**src/rtl/dht11_pkg.sv**
```systemverilog
// Shared types and constants for the DHT11 single-wire frame reader.
package dht11_pkg;

  typedef enum logic [3:0] {
    IDLE,
    START_LOW,
    WAIT_RESP,
    RESP_LOW,
    RESP_HIGH,
    BIT_LOW,
    BIT_HIGH,
    CHECK,
    ERROR
  } state_e;

  localparam int FRAME_BITS = 40;
  localparam int US_CNT_W   = 15;
  localparam int BIT_CNT_W  = $clog2(FRAME_BITS + 1);

  // Checksum byte the sensor should have sent: low 8 bits of the four data bytes.
  function automatic logic [7:0] frame_sum(input logic [FRAME_BITS-1:0] f);
    return f[39:32] + f[31:24] + f[23:16] + f[15:8];
  endfunction

endpackage

```
**src/rtl/dht11_us_tick.sv**
```systemverilog
// Microsecond prescaler: one-cycle tick every CLKS_PER_US clocks, restartable.
module dht11_us_tick #(
  parameter int CLKS_PER_US = 50
) (
  input  logic clk,
  input  logic rst_n,
  input  logic clear_i,
  output logic tick_o
);

  localparam int CW = (CLKS_PER_US > 1) ? $clog2(CLKS_PER_US) : 1;
  localparam logic [CW-1:0] LAST = CW'(CLKS_PER_US - 1);

  logic [CW-1:0] cnt_q, cnt_d;

  // The tick does not look at clear_i, so the FSM can use it without a loop.
  assign tick_o = (cnt_q == LAST);

  always_comb begin
    cnt_d = cnt_q + 1'b1;
    if (clear_i || tick_o) cnt_d = '0;
  end

  always_ff @(posedge clk or negedge rst_n) begin
    if (!rst_n) cnt_q <= '0;
    else        cnt_q <= cnt_d;
  end

endmodule

```
**src/rtl/dht11_frame_reader.sv**
```systemverilog
// DHT11 single-wire master: issues the host start pulse, times the sensor
// response and 40 data bits, and publishes checksum-verified readings.
module dht11_frame_reader #(
  parameter int CLKS_PER_US   = 50,
  parameter int START_LOW_US  = 18000,
  parameter int TIMEOUT_US    = 200,
  parameter int BIT_THRESH_US = 48
) (
  input  logic       clk,
  input  logic       rst_n,
  input  logic       start,
  input  logic       dht_in,
  output logic       dht_oe,
  output logic       busy,
  output logic       data_valid,
  output logic [7:0] hum_int,
  output logic [7:0] hum_dec,
  output logic [7:0] temp_int,
  output logic [7:0] temp_dec,
  output logic       checksum_err,
  output logic       timeout_err
);
  import dht11_pkg::*;

  localparam logic [US_CNT_W-1:0]  START_LAST   = US_CNT_W'(START_LOW_US - 1);
  localparam logic [US_CNT_W-1:0]  TIMEOUT_LAST = US_CNT_W'(TIMEOUT_US - 1);
  localparam logic [US_CNT_W-1:0]  BIT_THRESH   = US_CNT_W'(BIT_THRESH_US);
  localparam logic [BIT_CNT_W-1:0] LAST_BIT     = BIT_CNT_W'(FRAME_BITS - 1);

  state_e                state_q, state_d;
  logic [1:0]            sync_q;
  logic                  line_prev_q;
  logic [US_CNT_W-1:0]   us_cnt_q, us_cnt_d;
  logic [BIT_CNT_W-1:0]  bit_cnt_q, bit_cnt_d;
  logic [FRAME_BITS-1:0] shreg_q, shreg_d;
  logic                  dht_oe_q, busy_q, data_valid_q, checksum_err_q, timeout_err_q;
  logic [7:0]            hum_int_q, hum_dec_q, temp_int_q, temp_dec_q;

  logic us_tick, state_change, line_rise, line_fall, sum_ok;
  logic in_sensor_phase, start_done, phase_timeout;

  assign line_fall       = line_prev_q & ~sync_q[1];
  assign line_rise       = ~line_prev_q & sync_q[1];
  assign state_change    = (state_d != state_q);
  assign sum_ok          = (frame_sum(shreg_q) == shreg_q[7:0]);
  assign start_done      = us_tick && (us_cnt_q == START_LAST);
  assign phase_timeout   = us_tick && (us_cnt_q == TIMEOUT_LAST);
  assign in_sensor_phase = state_q inside {WAIT_RESP, RESP_LOW, RESP_HIGH, BIT_LOW, BIT_HIGH};

  dht11_us_tick #(
    .CLKS_PER_US (CLKS_PER_US)
  ) u_us_tick (
    .clk     (clk),
    .rst_n   (rst_n),
    .clear_i (state_change),
    .tick_o  (us_tick)
  );

  // NOTE: every output of this block gets a default first so no latch is inferred.
  always_comb begin
    state_d   = state_q;
    bit_cnt_d = bit_cnt_q;
    shreg_d   = shreg_q;

    unique case (state_q)
      IDLE:      if (start)      state_d = START_LOW;
      START_LOW: if (start_done) state_d = WAIT_RESP;
      WAIT_RESP: if (line_fall)  state_d = RESP_LOW;
      RESP_LOW:  if (line_rise)  state_d = RESP_HIGH;
      RESP_HIGH: if (line_fall)  state_d = BIT_LOW;
      BIT_LOW:   if (line_rise)  state_d = BIT_HIGH;
      BIT_HIGH: begin
        if (line_fall) begin
          shreg_d   = {shreg_q[FRAME_BITS-2:0], (us_cnt_q > BIT_THRESH)};
          bit_cnt_d = bit_cnt_q + 1'b1;
          state_d   = (bit_cnt_q == LAST_BIT) ? CHECK : BIT_LOW;
        end
      end
      CHECK, ERROR: begin
        shreg_d   = '0;
        bit_cnt_d = '0;
        state_d   = IDLE;
      end
      default: state_d = IDLE;
    endcase

    // A line edge in the same cycle wins over the timeout.
    if (in_sensor_phase && phase_timeout && (state_d == state_q)) state_d = ERROR;

    us_cnt_d = us_cnt_q + US_CNT_W'(us_tick);
    if (state_d != state_q) us_cnt_d = '0;
  end

  // NOTE: sequential state uses non-blocking assignments only.
  always_ff @(posedge clk or negedge rst_n) begin
    if (!rst_n) begin
      state_q     <= IDLE;
      sync_q      <= 2'b11;
      line_prev_q <= 1'b1;
      us_cnt_q    <= '0;
      bit_cnt_q   <= '0;
      shreg_q     <= '0;
    end else begin
      state_q     <= state_d;
      sync_q      <= {sync_q[0], dht_in};
      line_prev_q <= sync_q[1];
      us_cnt_q    <= us_cnt_d;
      bit_cnt_q   <= bit_cnt_d;
      shreg_q     <= shreg_d;
    end
  end

  // Registered outputs; the async reset releases the line without a clock.
  always_ff @(posedge clk or negedge rst_n) begin
    if (!rst_n) begin
      dht_oe_q       <= 1'b0;
      busy_q         <= 1'b0;
      data_valid_q   <= 1'b0;
      checksum_err_q <= 1'b0;
      timeout_err_q  <= 1'b0;
      hum_int_q      <= 8'h00;
      hum_dec_q      <= 8'h00;
      temp_int_q     <= 8'h00;
      temp_dec_q     <= 8'h00;
    end else begin
      dht_oe_q       <= (state_d == START_LOW);
      busy_q         <= (state_d != IDLE);
      data_valid_q   <= (state_q == CHECK) && sum_ok;
      checksum_err_q <= (state_q == CHECK) && !sum_ok;
      timeout_err_q  <= (state_q == ERROR);
      if ((state_q == CHECK) && sum_ok) begin
        hum_int_q  <= shreg_q[39:32];
        hum_dec_q  <= shreg_q[31:24];
        temp_int_q <= shreg_q[23:16];
        temp_dec_q <= shreg_q[15:8];
      end
    end
  end

  assign dht_oe       = dht_oe_q;
  assign busy         = busy_q;
  assign data_valid   = data_valid_q;
  assign checksum_err = checksum_err_q;
  assign timeout_err  = timeout_err_q;
  assign hum_int      = hum_int_q;
  assign hum_dec      = hum_dec_q;
  assign temp_int     = temp_int_q;
  assign temp_dec     = temp_dec_q;

endmodule

```
**config.mk**
```make
export PLATFORM = sky130hd
export DESIGN_NAME = dht11_frame_reader
export DESIGN_NICKNAME = d
export VERILOG_FILES = /design/src/rtl/dht11_pkg.sv /design/src/rtl/dht11_us_tick.sv /design/src/rtl/dht11_frame_reader.sv
export SDC_FILE = /design/constraint.sdc
export NUM_CORES = 1
export LEC_CHECK = 0
export ABC_CLOCK_PERIOD_IN_PS = 5810
export CAP_MARGIN = 15
export CORE_MARGIN = 3
export CORE_UTILIZATION = 50
export DETAILED_ROUTE_END_ITERATION = 12
export PLACE_DENSITY = 0.7
export SLEW_MARGIN = 20
export SYNTH_ARGS = -nofsm -noshare
export SYNTH_HDL_FRONTEND = slang
export SYNTH_SLANG_ARGS = --single-unit
```
**constraint.sdc**
```tcl
create_clock -name clk -period 5.81 [get_ports clk]
set_input_delay 1.743 -clock clk [delete_from_list [all_inputs] [get_ports clk]]
set_output_delay 1.743 -clock clk [all_outputs]
set_load 0.1 [all_outputs]
```
== After elaboration in Yosys (flattened, before gate mapping) ==
Cells that the tools add are included.

* Output and inout port bits: 37
* Flip-flop bits (word level): 111

* Bitwise gates (word level): 4
* Multiplexer cells: 16
* Add/subtract/negate cells: 6
* Equality and inequality tests: 17
* Reduce and logical (&&, ||, !) cells: 14
* Magnitude comparators: 1

{| class="wikitable"
|+ Operators with widths
! kind !! count
|-
| one-hot mux 40 bit (2 select lines) || 1
|-
| two-way mux 40 bit || 1
|-
| two-way mux 4 bit || 8
|-
| one-hot mux 4 bit (7 select lines) || 1
|-
| adder 8 bit || 3
|-
| equality test 4 x 3 -> 1 bit (second input constant) || 4
|-
| adder 15 x 1 -> 15 bit || 1
|-
| equality test 15 bit (second input constant) || 1
|-
| equality test 15 x 8 -> 1 bit (second input constant) || 1
|-
| greater-than comparator 15 x 6 -> 1 bit (second input constant) || 1
|-
| two-way mux 15 bit || 1
|-
| adder 6 x 1 -> 6 bit (second input constant) || 2
|-
| equality test 6 bit (second input constant) || 2
|-
| two-way mux 6 bit || 2
|-
| one-hot mux 6 bit (2 select lines) || 1
|-
| equality test 4 x 1 -> 1 bit (second input constant) || 2
|-
| equality test 4 x 2 -> 1 bit (second input constant) || 2
|-
| equality test 8 bit || 1
|-
| logical AND 1 bit || 6
|-
| nonzero test 5 bit || 1
|-
| equality test 4 bit || 1
|-
| equality test 4 bit (second input constant) || 1
|-
| logical NOT 4 bit || 1
|-
| inequality test 4 bit || 1
|-
| other kinds (10) || 12
|}

== Longest topological paths before layout ==
Gate-level depths: netlist of the first run.

* Depth after elaboration: 10
* Depth in mapped cells: 13

== Modules after synthesis ==
A second synthesis of the first run with hierarchy kept.

* Cell total of the unflattened synthesis: 424
* Area, all modules: 5241.3 um2

{| class="wikitable"
|+ Modules (own cells, without submodules)
! module !! sequential area each (um2) !! area an instance (um2) !! cells an instance !! instances
|-
| dht11_frame_reader || 2631.3 || 4959.8 || 398 || 1
|-
| dht11_us_tick || 150.1 || 281.5 || 26 || 1
|}

== Least setup slack after synthesis of the first run ==
OpenSTA, ideal clock, no wires.

* Path type: register to register
* From: register shreg_q[9]
* To: register temp_dec_q[3] (netlist: temp_dec[3])
* Buffers on the path: 1
* Setup time: 0.125 ns
* Arrival time: 3.642 ns
* Data required time: 5.685 ns
* Path slack: 2.043 ns
* Clock period less this slack: 3.767 ns
* Stages on the path, launching flop included: 14
* Cells stage by stage: dfrtp_1 > inv_1 > fa_1 > fa_1 > inv_1 > ha_1 > fa_1 > a21o_1 > a21oi_1 > o21ai_0 > xnor2_1 > nor4_4 > buf_6 > mux2_2

* Cells in the longest elaborated chain, start to end: 3

{| class="wikitable"
|+ Ends and longest elaborated chain
! what !! line !! RTL
|-
| start, declared || dht11_frame_reader.sv:35 || <nowiki>logic [FRAME_BITS-1:0] shreg_q, shreg_d;</nowiki>
|-
| start signal, assigned || dht11_frame_reader.sv:109 || <nowiki>shreg_q <= shreg_d;</nowiki>
|-
| adder 8 bit || dht11_pkg.sv:22 || <nowiki>return f[39:32] + f[31:24] + f[23:16] + f[15:8];</nowiki>
|-
| equality test 8 bit || dht11_frame_reader.sv:45 || <nowiki>assign sum_ok = (frame_sum(shreg_q) == shreg_q[7:0]);</nowiki>
|-
| logical AND 1 bit || dht11_frame_reader.sv:131 || <nowiki>if ((state_q == CHECK) && sum_ok) begin</nowiki>
|-
| end signal, assigned || dht11_frame_reader.sv:135 || <nowiki>temp_dec_q <= shreg_q[15:8];</nowiki>
|-
| end, declared || dht11_frame_reader.sv:37 || <nowiki>logic [7:0] hum_int_q, hum_dec_q, temp_int_q, temp_dec_q;</nowiki>
|}

Every way passes these cells.
A chain may end at the register's enable or synchronous reset.

== Final worst setup path of the first run ==
* From: register shreg_q[9]
* To: register hum_int_q[6] (netlist: hum_int[6])

* Cells in the longest elaborated chain, start to end: 3

{| class="wikitable"
|+ Ends and longest elaborated chain
! what !! line !! RTL
|-
| adder 8 bit || dht11_pkg.sv:22 ||
|-
| equality test 8 bit || dht11_frame_reader.sv:45 ||
|-
| logical AND 1 bit || dht11_frame_reader.sv:131 ||
|-
| end signal, assigned || dht11_frame_reader.sv:132 || <nowiki>hum_int_q <= shreg_q[39:32];</nowiki>
|-
| end, declared || dht11_frame_reader.sv:37 ||
|}

Every way passes these cells.

==> out/metrics.yaml, run 1 <==
routing:
  ant_nets: 0
  wl_per_cell_um: 16.5
  drtIter0Drc: 150
  routed_wl_um: 9880
  num_vias: 3304
  via_per_inst: 5.53
  drc: 0
  dr.pass1.iters: 4
placed_design:
  portBuffers: 40
  finalWeightedCongestion: 0.860
  dp_hpwl_um: 6760
  place_ws_ns: 1.74
timing:
  hold_viol_final: 0
  fin_worst_skew_ns: 0.00827
  setup_viol: 0
  tightest_slew_ns: 0.989
  rsz0062_at_grt: "no"
  setup_tns_ns: 0
  min_period_ns: 4.07
  worst_hold_slack_ns: 0.364
  slew_viol_final: 0
  clock.fmax_mhz: 245
  fin_crit_sh_pct: 70.1
  final.setup.worst_slack_ns: 1.74
  max_slew_margin_pct: 33.9
min_path:
  hp-class: "flop to flop"
clocking:
  cts_made_buffers: 9
  cts_setup_buffers: 0
  numClockSinks: 111
  cts.clk_slew.worst_paths_ns: 0.10
  cts_resized: 0
  cts_buffer_depth: 2
  cts_tree: "yes"
  h-tree-depth: 3
  clk_latency_ns: 0.38
  ctsHoldBuffers: 0
  root_buffer: "clkbuf_8"
yosys:
  synth_ff_type: "dfrtp_1"
  netlist_top_cells_count: "dfrtp_1, nor2_1, a22o_1"
  postSynthAreaPerCell_um2: 12.3
  synthMostInstantiatedCell: "dfrtp_1"
  synthArstFlopShare_pct: 100
  synth_seq_area_share_pct: 53.9
  synth_top_area_share_pct: 52.4
  synth_nets: 450
  netlist_area_um2: 5160
  yosysUniqueCellTypes: 41
  synth_warnings: 0
  synth_edf_count: 0
  synth_top_area_cell: "dfrtp_1"
  ys_ff_latch: 111
  syn_inst: 420
  synthTopCellsByArea: "dfrtp_1, mux2_2, a22o_1"
global_route:
  antenna_found_initial: 0
  grt.overflow.total: 0
  grt_pass1_vias: 3465
  grt_pass1_wl_um: 17400
  busiest_layer: "met2"
  met3_usage_pct: 4.38
  grt_max_degree: 75
  grt_use_met2_pct: 28.4
  grt_use_total_pct: 19.3
  use_met1_pct: 28.0
setup_path:
  required_ns: 6.08
  cp_max_fo: 33
  endpoint_kind: "flop"
  crit_type: "flop to flop"
  arrival_ns: 4.34
  cp_top_family: "adder cells"
  crit_path_frequent_cell: "fa_1"
  cp_slowest_cell: "fa_1"
  crit_buf_inv: 3
  slowest_delay_ns: 0.51
  cp_cell_sequence: "inv_1, fa_1, fa_1, inv_1, ha_1, fa_1, a21o_1, a21oi_1, o21ai_0, xnor2_1, nor4_4, buf_4, mux2_2"
  start_kind: "flop"
floorplanning:
  top_level_ports: 41
  design.core.area_um2: 9910
  die_x_um: 108
  start_util_pct: 52.0
  rows: 36
  die-area_um2: 11600
  dieHeight_um: 108
power_and_ir_drop:
  ir_worst_vdd_mv: 0.137
  power_mw: 1.34
  power_density_nw_per_um2: 229
  cellLeakagePower_nw: 2.78
layout:
  nNetsFinal: 490
  areaGrowthSynthToFinish_pct: 13.6
  fill_cells: 853
  drive_gt1_share_pct: 13.8
  final_util_pct: 59.1
  antenna_cells: 0
status:
  status: "finished clean"
flow_run:
  cap_violations: 0
==> power by group <==
part	total, mW	switching, mW	internal, mW	leakage (nW)
Clock	0.441	0.277	0.164	0.0865
Combinational	0.0768	0.0442	0.0326	1.18
Sequential	0.826	0.0263	0.800	1.51
==> final cells by class <==
type                    count  area [um^2]  area share, %
inverters                  25         93.8           1.60
clock buffers              10          128           2.18
clock inverters             6         55.1          0.940
flip-flops and latches    111         2780           47.5
well taps                 133          166           2.84
repair buffers             45          435           7.43
multi-input cells         268         2200           37.5
==> sequential cells by signal (all words and copies together), names as in the netlist, 6 cells and up <==
register,flops
temp_dec,8
bit_cnt_q,6
us_cnt_q,15
hum_int,8
shreg_q,40
hum_dec,8
u_us_tick.cnt_q,6
temp_int,8
==> cells by family after synthesis <==
group | Yosys count | synth area share [%]
AO/OA/AOI/OAI | 65 | 9.78
XOR/XNOR | 39 | 6.62
adder cells (fa/ha/maj) | 26 | 8.35
buffers and inverters | 41 | 3.47
flip-flops | 111 | 53.9
multiplexers | 34 | 7.42
AND/OR/NAND/NOR | 104 | 10.4
==> stage by stage <==
stage               std cells  cell area, um^2
floorplan                 420             5160
global placement          582             5680
detailed placement        582             5680
CTS                       598             5860
global route              598             5860
finish                    598             5860
==> metal layers <==
metal / share of wire (%) / vias up
met1: 48 / 1670
met5: 0 / -
met2: 46 / 75
met4: 2.0 / 0
met3: 4.2 / 20
li1: - / 1539
==> path summary, 6_finish.rpt <==
| kind | from | end | slack [ns] | depth (start not counted) |
|---|---|---|---|---|
| max | shreg_q[9] | hum_int[6] | 1.74 | 13 |
| min | sync_q[0] | sync_q[1] | 0.36 | 0 |
| max reg2reg | shreg_q[9] | hum_int[6] | 1.74 | 13 |
| min reg2reg | sync_q[0] | sync_q[1] | 0.36 | 0 |
| max in group asynchronous | rst_n | us_cnt_q[5] | 3.29 | 2 |
| min in group asynchronous | rst_n | shreg_q[11] | 1.49 | 1 |
==> cells in the final DEF, fill, tap and decap left out, drive strengths merged, types with 5 or more instances in the layout <==
cell / instances
clkbuf: 10
xor2: 15
ha: 12
nand4: 5
nor2: 42
dfrtp: 108
nor3: 7
fa: 14
inv: 27
nand2: 10
clkdlybuf4s50: 39
a21oi: 8
o21ai: 6
nor4: 5
xnor2: 24
a22o: 41
buf: 6
mux2: 34
nand3: 11
(Power assumes the default switching activity.)
==> inputs of run 2 (changes only) <==
--- a/config.mk
+++ b/config.mk
@@ -5,7 +5,7 @@
 export SDC_FILE = /design/constraint.sdc
 export NUM_CORES = 1
 export LEC_CHECK = 0
-export ABC_CLOCK_PERIOD_IN_PS = 5810
+export ABC_CLOCK_PERIOD_IN_PS = 4100
 export CAP_MARGIN = 15
 export CORE_MARGIN = 3
 export CORE_UTILIZATION = 50
==> constraint.sdc (replaced) <==
create_clock -name clk -period 4.1 [get_ports clk]
set_input_delay 1.23 -clock clk [delete_from_list [all_inputs] [get_ports clk]]
set_output_delay 1.23 -clock clk [all_outputs]
set_load 0.1 [all_outputs]
==> run 2 against run 1 <==
- sequential power rose by 42%
- clock-buffer cell count unchanged
- die area unchanged
- sequential share of layout area decreased by 0.22 points
- clock skew increased by 0.0052 ns
- final area is 0.47% higher
==> out/metrics.yaml, run 2 (synthesis gave the netlist of run 1 again) <==
status:
  status: "finished clean"
routing:
  dr.pass1.iters: 5
  ant_nets: 0
  num_vias: 3304
  routed_wl_um: 9730
  via_per_inst: 5.51
  drc: 0
  wl_per_cell_um: 16.2
  drtIter0Drc: 205
global_route:
  antenna_found_initial: 0
  grt_use_met2_pct: 26.5
  grt_pass1_wl_um: 17300
  grt.overflow.total: 0
  grt_max_degree: 63
  grt_pass1_vias: 3387
  use_met1_pct: 29.3
  grt_use_total_pct: 18.8
  met3_usage_pct: 3.24
  busiest_layer: "met1"
timing:
  setup_viol: 0
  min_period_ns: 3.91
  clock.fmax_mhz: 256
  setup_tns_ns: 0
  hold_viol_final: 0
  rsz0062_at_grt: "yes"
  tightest_slew_ns: 0.984
  fin_crit_sh_pct: 95.3
  final.setup.worst_slack_ns: 0.194
  fin_worst_skew_ns: 0.0135
  max_slew_margin_pct: 34.2
  slew_viol_final: 0
floorplanning:
  die-area_um2: 11600
  top_level_ports: 41
  die_x_um: 108
  dieHeight_um: 108
  start_util_pct: 52.0
  design.core.area_um2: 9910
  rows: 36
layout:
  areaGrowthSynthToFinish_pct: 14.1
  fill_cells: 830
  drive_gt1_share_pct: 14.3
  stdcell_area_um2: 5890
  seq_area_um2: 2780
  final_common_cell: "dfrtp_1"
  largest_reg_flops: 40
  largestRegisters: "shreg_q: 40 flops, us_cnt_q: 15 flops"
  antenna_cells: 0
  nNetsFinal: 492
  multi_input_area_um2: 2200
  largest_register: "shreg_q"
  layout_common_cells: "dfrtp_1, nor2_1, a22o_1, clkdlybuf4s50_1, mux2_2"
setup_path:
  critical_path.reg2reg.startpoint: "shreg_q[17]"
  arrival_ns: 4.16
  rrSetupSlack_ns: 0.19
  ff2ff_path_depth: 13
  rr_endpoint: "hum_int[3]"
  cp_max_fo: 17
  endpoint_kind: "flop"
  required_ns: 4.36
  start_kind: "flop"
  crit_type: "flop to flop"
min_path:
  hp-start: "sync_q[0]"
  worstHoldPathCells: 0
  hp-class: "flop to flop"
  min_to: "sync_q[1]"
placed_design:
  dp_hpwl_um: 6760
  place_ws_ns: 0.171
  portBuffers: 40
  finalWeightedCongestion: 0.856
  placed_cell_area_um2: 5700
power_and_ir_drop:
  ir_worst_vdd_mv: 0.187
  power_density_nw_per_um2: 323
  cellLeakagePower_nw: 2.80
  power_mw: 1.90
clocking:
  cts_resized: 0
  cts_made_buffers: 9
  clk_latency_ns: 0.37
  cts_tree: "yes"
  numClockSinks: 111
  ctsHoldBuffers: 0
  cts_buffer_depth: 2
  root_buffer: "clkbuf_8"
  cts_setup_buffers: 0
  cts.clk_slew.worst_paths_ns: 0.11
  h-tree-depth: 3
flow_run:
  cap_violations: 0
-- run 2: through the flow --
stage          hold WS [ns]  utilization [%]  std cells
6_report              0.365             59.4        600
4_1_cts               0.366             59.4        600
5_1_grt               0.369             59.4        600
3_5_place_dp          0.351             57.6        584
3_3_place_gp          0.346             57.6        584
2_1_floorplan         0.345                -        420
-- run 2: worst max-delay path, stage by stage, from the launching register on --
cell     delay [ns]
dfrtp_1        0.43
inv_1          0.08
fa_1           0.48
fa_1           0.51
inv_1          0.04
ha_1           0.22
fa_1           0.41
a21o_1         0.19
a21oi_1        0.21
o21ai_0        0.14
xnor2_1        0.18
nor4_4         0.24
buf_4          0.29
mux2_2         0.36
-- run 2: cell type report --
class                   instances  area share (%)
well taps                     133            2.83
clock inverters                 6           0.765
inverters                      25            1.59
multi-input cells             268            37.4
repair buffers                 47            7.86
flip-flops and latches        111            47.2
clock buffers                  10            2.34
-- run 2: metal layers --
metal / wire length [um] / up-vias / share of wire, %
li1: - / 1546 / -
met1: 4630 / 1669 / 48
met2: 4450 / 75 / 46
met3: 474 / 14 / 4.9
met4: 174 / 0 / 1.8
met5: 0 / - / 0
-- run 2: power breakdown --
group / internal (mW) / total (mW) / switching [mW]
clock network: 0.241 / 0.615 / 0.374
logic: 0.0489 / 0.113 / 0.0639
registers: 1.13 / 1.17 / 0.0371
-- run 2: worst max path at each step --
stage / slack [ns] / cells after the start / startpoint / end
4_1_cts: 0.15 / 13 / shreg_q[17] / temp_int[5]
3_3_place_gp: 0.23 / 13 / shreg_q[9] / hum_dec[0]
5_1_grt: -0.01 / 13 / shreg_q[17] / hum_dec[5]
3_5_place_dp: 0.17 / 13 / shreg_q[17] / temp_int[5]
2_1_floorplan: 0.33 / 13 / shreg_q[9] / temp_dec[3]
6_report: 0.19 / 13 / shreg_q[17] / hum_int[3]
==> inputs of run 3 (changes only) <==
--- a/config.mk
+++ b/config.mk
@@ -8,9 +8,8 @@
 export ABC_CLOCK_PERIOD_IN_PS = 4100
 export CAP_MARGIN = 15
 export CORE_MARGIN = 3
-export CORE_UTILIZATION = 50
+export CORE_UTILIZATION = 30
 export DETAILED_ROUTE_END_ITERATION = 12
-export PLACE_DENSITY = 0.7
 export SLEW_MARGIN = 20
 export SYNTH_ARGS = -nofsm -noshare
 export SYNTH_HDL_FRONTEND = slang
==> run 3 against run 2 <==
- sequential share of layout area is 1.9 points lower
- hold slack worse by 0.0089 ns
- via count is 1.1% higher
==> out/metrics.yaml, run 3 (synthesis gave the netlist of run 1 again) <==
routing:
  via_per_inst: 4.86
  routed_wl_um: 10400
  wl_per_cell_um: 15.1
  ant_nets: 0
  drtIter0Drc: 199
  dr.pass1.iters: 4
  num_vias: 3339
  drc: 0
global_route:
  antenna_found_initial: 0
  grt.overflow.total: 0
  grt_use_total_pct: 11.9
  grt_pass1_vias: 3415
  grt_pass1_wl_um: 17600
  grt_max_degree: 67
layout:
  nNetsFinal: 492
  final_common_cell: "dfrtp_1"
  largest_register: "shreg_q"
  antenna_cells: 0
  largestRegisters: "shreg_q: 40 flops, us_cnt_q: 15 flops"
  final_util_pct: 36.7
  drive_gt1_share_pct: 14.8
  areaGrowthSynthToFinish_pct: 18.8
  largest_reg_flops: 40
  layout_common_cells: "dfrtp_1, nor2_1, a22o_1, clkdlybuf4s50_1, mux2_2"
  fill_cells: 1630
clocking:
  cts_made_buffers: 9
  h-tree-depth: 3
  root_buffer: "clkbuf_16"
  clk_latency_ns: 0.35
  cts_buffer_depth: 2
  cts.clk_slew.worst_paths_ns: 0.07
  cts_tree: "yes"
  numClockSinks: 111
setup_path:
  arrival_ns: 4.16
  endpoint_kind: "flop"
  crit_buf_inv: 3
  cp_slowest_cell: "fa_1"
  start_kind: "flop"
  crit_path_frequent_cell: "fa_1"
  cp_max_fo: 24
  cp_top_family: "adder cells"
  crit_type: "flop to flop"
  cp_cell_sequence: "inv_1, fa_1, fa_1, inv_1, ha_1, fa_1, a21o_1, a21oi_2, xnor2_1, nand3_1, nor4_4, buf_12, mux2_2"
  required_ns: 4.34
  slowest_delay_ns: 0.52
power_and_ir_drop:
  ir_worst_vdd_mv: 0.184
  power_mw: 2.13
  cellLeakagePower_nw: 2.85
  power_density_nw_per_um2: 347
timing:
  min_period_ns: 3.92
  fin_worst_skew_ns: 0.00914
  fin_crit_sh_pct: 95.7
  tightest_slew_ns: 0.986
  rsz0062_at_grt: "no"
  setup_tns_ns: 0
  max_slew_margin_pct: 34.0
  hold_viol_final: 0
  slew_viol_final: 0
  setup_viol: 0
  clock.fmax_mhz: 255
floorplanning:
  start_util_pct: 30.9
  top_level_ports: 41
  rows: 47
  die_x_um: 137
  die-area_um2: 18800
  design.core.area_um2: 16700
  dieHeight_um: 137
placed_design:
  finalWeightedCongestion: 0.830
  dp_hpwl_um: 7340
  portBuffers: 40
flow_run:
  cap_violations: 0
min_path:
  hp-class: "flop to flop"
status:
  status: "finished clean"
run 3: changes by cell type in the layout (fill, tap and decap cells not counted), moves of 2 or more:
cell,before,now
inv_8,0,2
clkinv_4,3,1
clkbuf_8,10,0
clkbuf_16,0,9
run 3: worst paths after layout:
kind | from | endpoint | slack, ns | cells past startpoint
hold / removal | sync_q[0] | sync_q[1] | 0.36 | 0
min in group asynchronous | rst_n | temp_int[2] | 0.96 | 1
max in group asynchronous | rst_n | shreg_q[23] | 2.42 | 2
setup reg to reg | shreg_q[9] | temp_dec[2] | 0.18 | 13
setup / recovery | shreg_q[9] | temp_dec[2] | 0.18 | 13
hold reg to reg | sync_q[0] | sync_q[1] | 0.36 | 0
run 3: area by class of cell:
class | count | area [um^2] | area share, %
Timing Repair Buffer | 47 | 475 | 7.76
Multi-Input combinational cell | 268 | 2210 | 36.1
Inverter | 25 | 93.8 | 1.53
Sequential cell | 111 | 2780 | 45.4
Clock buffer | 9 | 225 | 3.68
Tap cell | 220 | 275 | 4.49
Clock inverter | 7 | 61.3 | 1.00
run 3: metal layers:
| metal | GRT usage, % | vias up | share of wire (%) |
|---|---|---|---|
| li1 | - | 1550 | - |
| met1 | 17.2 | 1712 | 47 |
| met2 | 17.4 | 66 | 47 |
| met3 | 2.68 | 11 | 5.1 |
| met4 | 4.16 | 0 | 1.5 |
| met5 | 0 | - | 0 |
run 3: power by group:
part	internal (mW)	total, mW	switching [mW]
sequential	1.13	1.17	0.0396
combinational	0.0481	0.112	0.0643
clock	0.425	0.841	0.416
run 3: per-stage QoR:
| step | area, um^2 | setup WS, ns | cells | hold slack (ns) |
|---|---|---|---|---|
| 3_5_place_dp | 5830 | 0.112 | 671 | 0.348 |
| 4_1_cts | 6110 | 0.0702 | 687 | 0.358 |
| 3_3_place_gp | 5830 | 0.201 | 671 | 0.347 |
| 6_report | 6130 | 0.178 | 687 | 0.356 |
| 5_1_grt | 6130 | 0.0220 | 687 | 0.365 |
| 2_1_floorplan | 5160 | 0.333 | 420 | 0.345 |
run 3: worst reg2reg max path: stages, from the launching register on:
cell,delay (ns)
dfrtp_1,0.41
inv_1,0.08
fa_1,0.50
fa_1,0.52
inv_1,0.04
ha_1,0.22
fa_1,0.41
a21o_1,0.20
a21oi_2,0.18
xnor2_1,0.13
nand3_1,0.16
nor4_4,0.35
buf_12,0.23
mux2_2,0.36
run 3: repair_timing:
| item | in CTS | in global routing |
|---|---|---|
| hold buffers | 0 | 0 |
| buffers inserted | 0 | 0 |
| setup endpoints to repair | 0 | 32 |
| resized for setup | 0 | 2 |
